File: src/rtl/sort_pkg.sv
// Shared types and sizing helpers for the pixel sorting datapath.
package sort_pkg;

   localparam int unsigned DATA_W        = 16;
   localparam int unsigned DEPTH_DEFAULT = 16;

   typedef enum logic [1:0] {
      LOAD,
      SORT,
      DRAIN
   } state_t;

   // Width of a counter that must hold the values 0..depth inclusive.
   function automatic int unsigned cnt_w(input int unsigned depth);
      return $clog2(depth + 1);
   endfunction

endpackage

File: src/rtl/compare16.sv
// Unsigned 16-bit magnitude comparator.
module compare16 (
   input  logic [15:0] A,
   input  logic [15:0] B,
   output logic        Abigger,
   output logic        Bbigger,
   output logic        Equal
);

   assign Abigger = (A > B);
   assign Bbigger = (A < B);
   assign Equal   = (A == B);

endmodule

File: src/rtl/pixel_bubble_sorter.sv
// Buffers one frame of pixel keys, bubble-sorts it in place (stable, one
// compare per cycle) and streams the sorted keys out.
module pixel_bubble_sorter
   import sort_pkg::*;
#(
   parameter int unsigned DEPTH = DEPTH_DEFAULT
) (
   input  logic              clk,
   input  logic              rst,
   input  logic              in_valid,
   output logic              in_ready,
   input  logic [DATA_W-1:0] in_data,
   input  logic              in_last,
   output logic              out_valid,
   input  logic              out_ready,
   output logic [DATA_W-1:0] out_data,
   output logic              out_last,
   output logic              busy,
   output logic              len_err
);

   localparam int unsigned  W         = cnt_w(DEPTH);
   localparam int unsigned  AW        = $clog2(DEPTH);
   localparam logic [W-1:0] LAST_SLOT = W'(DEPTH - 1);
   localparam logic [W-1:0] TWO       = W'(2);

   state_t state, state_next;

   logic [DATA_W-1:0] mem [DEPTH];
   logic [W-1:0]      n;
   logic [W-1:0]      i;
   logic [W-1:0]      pass;
   logic [W-1:0]      rd;
   logic              swapped;

   logic [AW-1:0]     idx;
   logic [AW-1:0]     idx1;
   logic [DATA_W-1:0] key_a;
   logic [DATA_W-1:0] key_b;
   logic              a_bigger;
   logic              unused_b_bigger;
   logic              unused_equal;

   logic load_acc;
   logic frame_end;
   logic at_depth;
   logic pass_end;
   logic sort_done;
   logic swapped_now;
   logic drain_acc;

   // i never exceeds DEPTH-2, so the low AW bits address both neighbours.
   assign idx   = i[AW-1:0];
   assign idx1  = idx + 1'b1;
   assign key_a = mem[idx];
   assign key_b = mem[idx1];

   compare16 u_cmp (
      .A       (key_a),
      .B       (key_b),
      .Abigger (a_bigger),
      .Bbigger (unused_b_bigger),
      .Equal   (unused_equal)
   );

   always_ff @(posedge clk or posedge rst) begin
      if (rst) state <= LOAD;
      else     state <= state_next;
   end

   always_comb begin
      state_next  = state;
      in_ready    = 1'b0;
      out_valid   = 1'b0;
      out_data    = '0;
      out_last    = 1'b0;
      busy        = 1'b0;
      load_acc    = 1'b0;
      frame_end   = 1'b0;
      sort_done   = 1'b0;
      drain_acc   = 1'b0;
      at_depth    = (n == LAST_SLOT);
      pass_end    = (i == n - TWO);
      swapped_now = swapped | a_bigger;
      case (state)
         LOAD: begin
            in_ready  = 1'b1;
            load_acc  = in_valid;
            frame_end = in_valid && (in_last || at_depth);
            if (frame_end) state_next = (n == '0) ? DRAIN : SORT;
         end
         SORT: begin
            busy      = 1'b1;
            sort_done = pass_end && (!swapped_now || (pass == n - TWO));
            if (sort_done) state_next = DRAIN;
         end
         DRAIN: begin
            busy      = 1'b1;
            out_valid = 1'b1;
            out_data  = mem[rd[AW-1:0]];
            out_last  = (rd == n - 1'b1);
            drain_acc = out_ready;
            if (out_ready && out_last) state_next = LOAD;
         end
         default: state_next = LOAD;
      endcase
   end

   always_ff @(posedge clk or posedge rst) begin
      if (rst) begin
         n       <= '0;
         i       <= '0;
         pass    <= '0;
         rd      <= '0;
         swapped <= 1'b0;
         len_err <= 1'b0;
      end else begin
         len_err <= load_acc && at_depth && !in_last;
         case (state)
            LOAD: begin
               if (load_acc) begin
                  n       <= n + 1'b1;
                  i       <= '0;
                  pass    <= '0;
                  rd      <= '0;
                  swapped <= 1'b0;
               end
            end
            SORT: begin
               if (pass_end) begin
                  if (!sort_done) begin
                     i       <= '0;
                     pass    <= pass + 1'b1;
                     swapped <= 1'b0;
                  end
               end else begin
                  i       <= i + 1'b1;
                  swapped <= swapped_now;
               end
            end
            DRAIN: begin
               if (drain_acc) begin
                  if (out_last) begin
                     n  <= '0;
                     rd <= '0;
                  end else begin
                     rd <= rd + 1'b1;
                  end
               end
            end
            default: ;
         endcase
      end
   end

   // Storage is left unreset: a reset discards the frame anyway.
   always_ff @(posedge clk) begin
      if (state == LOAD && load_acc) begin
         mem[n[AW-1:0]] <= in_data;
      end else if (state == SORT && a_bigger) begin
         mem[idx]  <= key_b;
         mem[idx1] <= key_a;
      end
   end

endmodule

File: config.mk
export PLATFORM = sky130hd
export DESIGN_NAME = pixel_bubble_sorter
export DESIGN_NICKNAME = d
export VERILOG_FILES = /design/src/rtl/sort_pkg.sv /design/src/rtl/compare16.sv /design/src/rtl/pixel_bubble_sorter.sv
export SDC_FILE = /design/constraint.sdc
export NUM_CORES = 1
export LEC_CHECK = 0
export ABC_AREA = 0
export BUFFER_PORTS_ARGS = -buffer_cell sky130_fd_sc_hd__buf_2
export CORE_ASPECT_RATIO = 0.6
export CORE_MARGIN = 2
export CORE_UTILIZATION = 30
export CTS_CLUSTER_DIAMETER = 150
export DETAILED_ROUTE_END_ITERATION = 10
export PLACE_DENSITY = 0.44
export SLEW_MARGIN = 20
export SYNTH_ARGS = -nofsm -noshare
export SYNTH_HDL_FRONTEND = slang
export SYNTH_SLANG_ARGS = --single-unit
File: constraint.sdc
create_clock -name clk -period 9.3 [get_ports clk]
set_clock_uncertainty 0.2 [all_clocks]
set_input_delay 0.93 -clock clk [delete_from_list [all_inputs] [get_ports clk]]
set_output_delay 0.93 -clock clk [all_outputs]
set_load 0.02 [all_outputs]
==> impl_metrics.json, run 1 <==
{
  "r2r-start": "i[0]",
  "cp-start-kind": "register",
  "die-height_um": 201,
  "gr-total-overflow": 0,
  "diodes": 0,
  "period_share": 0.817,
  "clk_latency_ps": 610,
  "ant_nets": 0,
  "status": "completed",
  "synthArstFlopShare": 0.0857,
  "drtIter0Drc": 1512,
  "gr-usage-all-layers": 0.218,
  "end_kind": "register",
  "wl_per_cell_um": 33.0,
  "crit_type": "reg -> reg",
  "syn-num-nets": 1398,
  "portBuffers": 41,
  "layout.nets": 1396,
  "netlist_instances": 1345,
  "start_util": 0.303,
  "regArea_um2": 8310,
  "synth_cell_type_count": 51,
  "peakVddDrop_mv": 0.195,
  "cts_inserted_buffers": 31,
  "synth_top_cell_by_area": "edfxtp_1",
  "rr_endpoint": "mem[3][9]",
  "period_minus_slack_ps": 7600,
  "vias": 13200,
  "grt_pass1_vias": 13200,
  "cts-root-buf": "clkbuf_16",
  "yosys_warnings": 0,
  "slew_violations": 0,
  "max_stage_delay_ps": 1020,
  "wl_um": 73200,
  "synth_seq_area_share": 0.426,
  "finalHoldViolations": 0,
  "place.gp.congestion": 0.865,
  "maxSlewHeadroom": 0.209,
  "hold-worst-slack_ps": 175,
  "cp_num_buf_inv": 3,
  "h-tree-depth": 1,
  "cts_hold_buf": 0,
  "antenna_found_initial": 5,
  "ios": 42,
  "synth_ff_type": "edfxtp_1",
  "synth_area_leaders": "edfxtp_1 39%, mux4_2 26%, mux2i_1 14%",
  "drcViolationCount": 0,
  "coreArea_um2": 64300,
  "firstDrtPassIters": 5,
  "area_growth_pct": 11.1,
  "pre_cts_ws_ps": 1620,
  "worst_pin_slew_ps": 1190,
  "cp_cell_sequence": "inv_1 > ha_4 > buf_4 > mux4_2 > mux4_2 > inv_1 > ha_1 > nand4_2 > nor4_2 > a21bo_2 > a31oi_4 > and3_4 > a32oi_1 > o21ai_2",
  "crit_end": "mem[3][9]",
  "cts_setup_buffers": 0,
  "rows": 72,
  "drv_cap": 0,
  "dieArea_um2": 67000,
  "p_leak_nw": 8.75,
  "grt_pass1_wl_um": 105000,
  "cp_slowest_cell": "o21ai_2",
  "clkTransAtPathRegs_ps": 70,
  "die_w_um": 333,
  "cp_max_fo": 42,
  "p_per_area_nw_per_um2": 365,
  "cts.sinks": 280,
  "stdcell_area_um2": 21600,
  "cp.depth": 14,
  "synth_edf_count": 256,
  "synth-seq-cells": 280,
  "rsz0062_at_grt": "false",
  "multi_input_area_um2": 10300,
  "r2r_setup_slack_ps": 1700,
  "finalSetupViolCount": 0,
  "dp_hpwl_um": 49000,
  "synth.avg_cell_area_um2": 14.5,
  "max_freq_mhz": 132,
  "tritoncts": "built",
  "vias_per_cell": 5.94,
  "fillers": 6299,
  "cp.required_ps": 9330,
  "synthesis.area_um2": 19500,
  "fin_ws_ps": 1700,
  "cts-resized-gates": 0,
  "grt_max_degree": 50,
  "r2r_cells": 14,
  "placed_area_um2": 20600,
  "cp-startpoint": "i[0]",
  "yosysTopAreaCellShare": 0.395,
  "tns_ps": 0,
  "crit_arrival_ps": 7630,
  "drive_gt1_frac": 0.322,
  "clk_path_buf_depth": 3,
  "hold_path.class": "in -> async",
  "utilization": 0.336,
  "cp_top_family": "compound AO/OA/AOI/OAI gates"
}
## routing by layer
| metal | up-vias | share of wire | wire (µm) | global-route usage |
|---|---|---|---|---|
| met5 | - | 0.00031 | 23 | 0 |
| met4 | 4 | 0.021 | 1550 | 0.0444 |
| met3 | 102 | 0.075 | 5470 | 0.0424 |
| met2 | 650 | 0.44 | 32200 | 0.328 |
| met1 | 7045 | 0.46 | 33900 | 0.326 |
| li1 | 5366 | - | - | - |
## layout make-up
class / instances / share of cell area
well taps: 851 / 0.0492
multi-input cells: 873 / 0.477
clock inverters: 24 / 0.0127
repair buffers: 108 / 0.0327
clock buffers: 33 / 0.0362
flip-flops and latches: 280 / 0.384
inverters: 49 / 0.00850
## cells by family (layout without fill, tap and decap cells)
logic type / after synthesis / in the layout / share of synthesized area
compound gates: 97 / 97 / 0.0296
simple gates: 217 / 217 / 0.0535
fa+ha+maj: 32 / 32 / 0.0206
xor+xnor: 21 / 21 / 0.00945
mux: 506 / 506 / 0.406
buf+inv: 192 / 214 / 0.0549
flops: 280 / 280 / 0.426
## report_power, final
part / switching [mW] / internal, mW
Sequential: 0.266 / 1.76
Combinational: 2.68 / 1.84
Clock: 0.575 / 0.773
## cell usage in the layout, fill, tap and decap left out, types with 18 or more instances in the layout
cell type	instances
dfrtp_1	18
and2_1	19
nor2_1	59
nand2_1	57
o21ai_2	22
inv_1	46
mux4_2	224
buf_4	67
clkbuf_16	31
nand3_1	28
ha_1	31
buf_2	41
nand4_1	20
edfxtp_1	256
mux2i_1	267
## stage by stage
stage / power, mW / cells
after floorplan: 4.97 / 1345
after global placement: 6.55 / 2161
after detailed placement: 6.52 / 2161
after CTS: 7.89 / 2218
after global routing: 8.28 / 2218
final: 7.90 / 2218
## cells in the mapped netlist, types with 2 or more instances
cell,count
mux2_2,2
a21boi_0,2
o21ai_0,33
buf_4,15
mux4_2,224
nand2b_1,4
a211oi_1,2
buf_8,4
and2_1,19
inv_2,2
nand2_1,57
o21ai_1,18
nand3_1,28
nor2b_1,6
a21oi_1,15
inv_1,47
xnor2_1,13
buf_6,28
mux2i_1,270
nor2_1,59
buf_1,7
o22ai_1,4
xor2_1,8
edfxtp_1,256
buf_2,29
o31ai_1,4
nor3_1,12
clkbuf_1,60
o21a_1,5
a21o_1,2
mux2i_2,10
and3_1,5
a31oi_1,4
ha_1,32
nand4_1,20
dfrtp_1,24
## sequential cells by signal (all words and copies together) (netlist names)
register and flops:
swapped 1, n 5, state 2, rd 5
i 5, pass 5, len_err 1, mem 256
## worst min path at each step
| stage | from | to | slack [ps] | cells past startpoint |
|---|---|---|---|---|
| final | rst | swapped | 170 | 2 |
| after global routing | rst | i[4] | 220 | 2 |
| after CTS | in_last | len_err | 260 | 2 |
| after detailed placement | swapped | swapped | 330 | 2 |
| after global placement | swapped | swapped | 330 | 2 |
| after floorplan | swapped | swapped | 290 | 2 |
No activity file was read; power rests on OpenSTA's default activity.
==> run 2, diff against run 1 <==
--- a/config.mk
+++ b/config.mk
@@ -12,7 +12,7 @@
 export CORE_UTILIZATION = 30
 export CTS_CLUSTER_DIAMETER = 150
 export DETAILED_ROUTE_END_ITERATION = 10
-export PLACE_DENSITY = 0.44
+export PLACE_DENSITY = 0.46
 export SLEW_MARGIN = 20
 export SYNTH_ARGS = -nofsm -noshare
 export SYNTH_HDL_FRONTEND = slang
==> constraint.sdc (replaced) <==
create_clock -name clk -period 6.3 [get_ports clk]
set_clock_uncertainty 0.2 [all_clocks]
set_input_delay 0.63 -clock clk [delete_from_list [all_inputs] [get_ports clk]]
set_output_delay 0.63 -clock clk [all_outputs]
set_load 0.02 [all_outputs]
==> run 2 against run 1 <==
Against the previous run: design area rose by 1.7%; cell count grew 2.0%; clock power rose by 44%; sequential cell count stayed put; combinational power is 47% higher; register-to-register slack lost 1200 ps; sequential power is 46% higher; clock-buffer cell count grew 3; maximum frequency increased by 32%; critical path depth is 1 higher; sequential share of layout area fell by 0.64 points; highest routed layer unchanged; critical endpoint is now mem[7][9]; total power rose by 46%.
==> impl_metrics.json, run 2 (synthesis gave the netlist of run 1 again) <==
{
  "rsz0062_at_grt": "false",
  "crit_type": "reg -> reg",
  "finalPower_mw": 11.6,
  "wl_um": 73000,
  "diodes": 0,
  "ant_nets": 0,
  "hold_path.class": "in -> reg",
  "max_freq_mhz": 174,
  "cp-start-kind": "register",
  "cts.sinks": 280,
  "drive_gt1_frac": 0.330,
  "die_w_um": 333,
  "p_leak_nw": 8.99,
  "layout.nets": 1444,
  "area_growth_pct": 13.0,
  "gr-total-overflow": 0,
  "grt_pass1_wl_um": 105000,
  "place.gp.congestion": 0.849,
  "cp.required_ps": 6410,
  "final_cells": 2263,
  "dp_hpwl_um": 48600,
  "maxSlewHeadroom": 0.279,
  "period_minus_slack_ps": 5750,
  "r2r_setup_slack_ps": 550,
  "hold-worst-slack_ps": 291,
  "peakVddDrop_mv": 0.269,
  "tritoncts": "built",
  "drv_cap": 0,
  "cts_inserted_buffers": 31,
  "h-tree-depth": 1,
  "largest_register": "mem",
  "fin_ws_ps": 549,
  "cts_setup_buffers": 0,
  "max_stage_delay_ps": 590,
  "cts-root-buf": "clkbuf_16",
  "grt_pass1_vias": 13200,
  "crit_arrival_ps": 5860,
  "clkTransAtPathRegs_ps": 70,
  "vias_per_cell": 5.91,
  "clk_latency_ps": 610,
  "gr-usage-all-layers": 0.218,
  "cts-resized-gates": 0,
  "layout_commonest_cell": "mux2i_1",
  "wl_per_cell_um": 32.2,
  "cp_slowest_cell": "o21ai_2",
  "status": "completed",
  "firstDrtPassIters": 5,
  "drtIter0Drc": 1610,
  "dieArea_um2": 67000,
  "clk_path_buf_depth": 3,
  "finalHoldViolations": 0,
  "period_share": 0.913,
  "coreArea_um2": 64300,
  "p_per_area_nw_per_um2": 526,
  "pre_cts_ws_ps": 572,
  "cts_hold_buf": 2,
  "ios": 42,
  "cp_cell_sequence": "inv_1 > ha_4 > buf_12 > mux4_2 > mux4_2 > inv_1 > ha_1 > nand4_2 > nor4_2 > a21bo_2 > a31oi_4 > and3_4 > a31oi_1 > o21ai_2 > buf_4",
  "antenna_found_initial": 5,
  "dp.cells": 2207,
  "die-height_um": 201,
  "portBuffers": 41,
  "cp_max_fo": 24,
  "slew_violations": 0,
  "rows": 72,
  "grt_max_degree": 73,
  "vias": 13400,
  "largest_reg_flops": 256,
  "start_util": 0.303,
  "drcViolationCount": 0,
  "end_kind": "register",
  "fillers": 6262,
  "finalSetupViolCount": 0,
  "worst_pin_slew_ps": 1080,
  "final_cell_mix": "270 x mux2i_1, 256 x edfxtp_1, 224 x mux4_2"
}
-- run 2: changes by cell type in the layout (fill, tap and decap cells not counted), moves of 3 or more --
cell,delta
clkbuf_1,+3
o21ai_2,-6
o21ai_4,-5
buf_4,+36
o21ai_1,+11
buf_12,+10
mux2i_1,+3
clkinv_2,-3
-- run 2: final timing paths --
path | start | end | cells past startpoint
worst min-delay path | out_ready | state[1] | 3
min in group asynchronous | rst | len_err | 3
max in group asynchronous | rst | i[0] | 3
worst max register to register | i[0] | mem[7][9] | 15
worst min register to register | swapped | swapped | 2
worst max-delay path | i[0] | mem[7][9] | 15
-- run 2: cell type report --
type / instances / area, µm² / area share
Clock buffer: 36 / 795 / 0.0361
Timing Repair Buffer: 156 / 1200 / 0.0545
Sequential cell: 280 / 8310 / 0.378
Clock inverter: 18 / 236 / 0.0108
Tap cell: 851 / 1060 / 0.0484
Multi-Input combinational cell: 873 / 10200 / 0.464
Inverter: 49 / 184 / 0.00836
-- run 2: metrics by stage --
step | area (µm²) | setup TNS, ps | util
after global placement | 20900 | 0 | 0.326
after detailed placement | 20900 | 0 | 0.326
after floorplan | 19500 | -64020 | -
after global routing | 22000 | 0 | 0.342
after CTS | 22000 | 0 | 0.342
final | 22000 | 0 | 0.342
-- run 2: power by group --
part           internal [mW]  switching, mW  total [mW]
logic                   2.84           3.81        6.65
registers               2.60          0.361        2.96
clock network           1.14          0.816        1.95
total                   6.58           4.99        11.6
-- run 2: routing by layer --
metal	routed length [µm]	vias to the layer above	track usage
met2	28300	728	0.280
met3	7780	98	0.0715
met4	1870	2	0.0486
met1	35100	7098	0.346
li1	-	5449	-
met5	7	-	0
-- run 2: worst max-delay path, delay by kind of cell (launching register included) --
family	cells	cell delay [ps]
flops	1	480
buf+inv	4	760
mux	2	1100
simple gates	3	940
fa+ha+maj	2	540
compound gates	4	1400
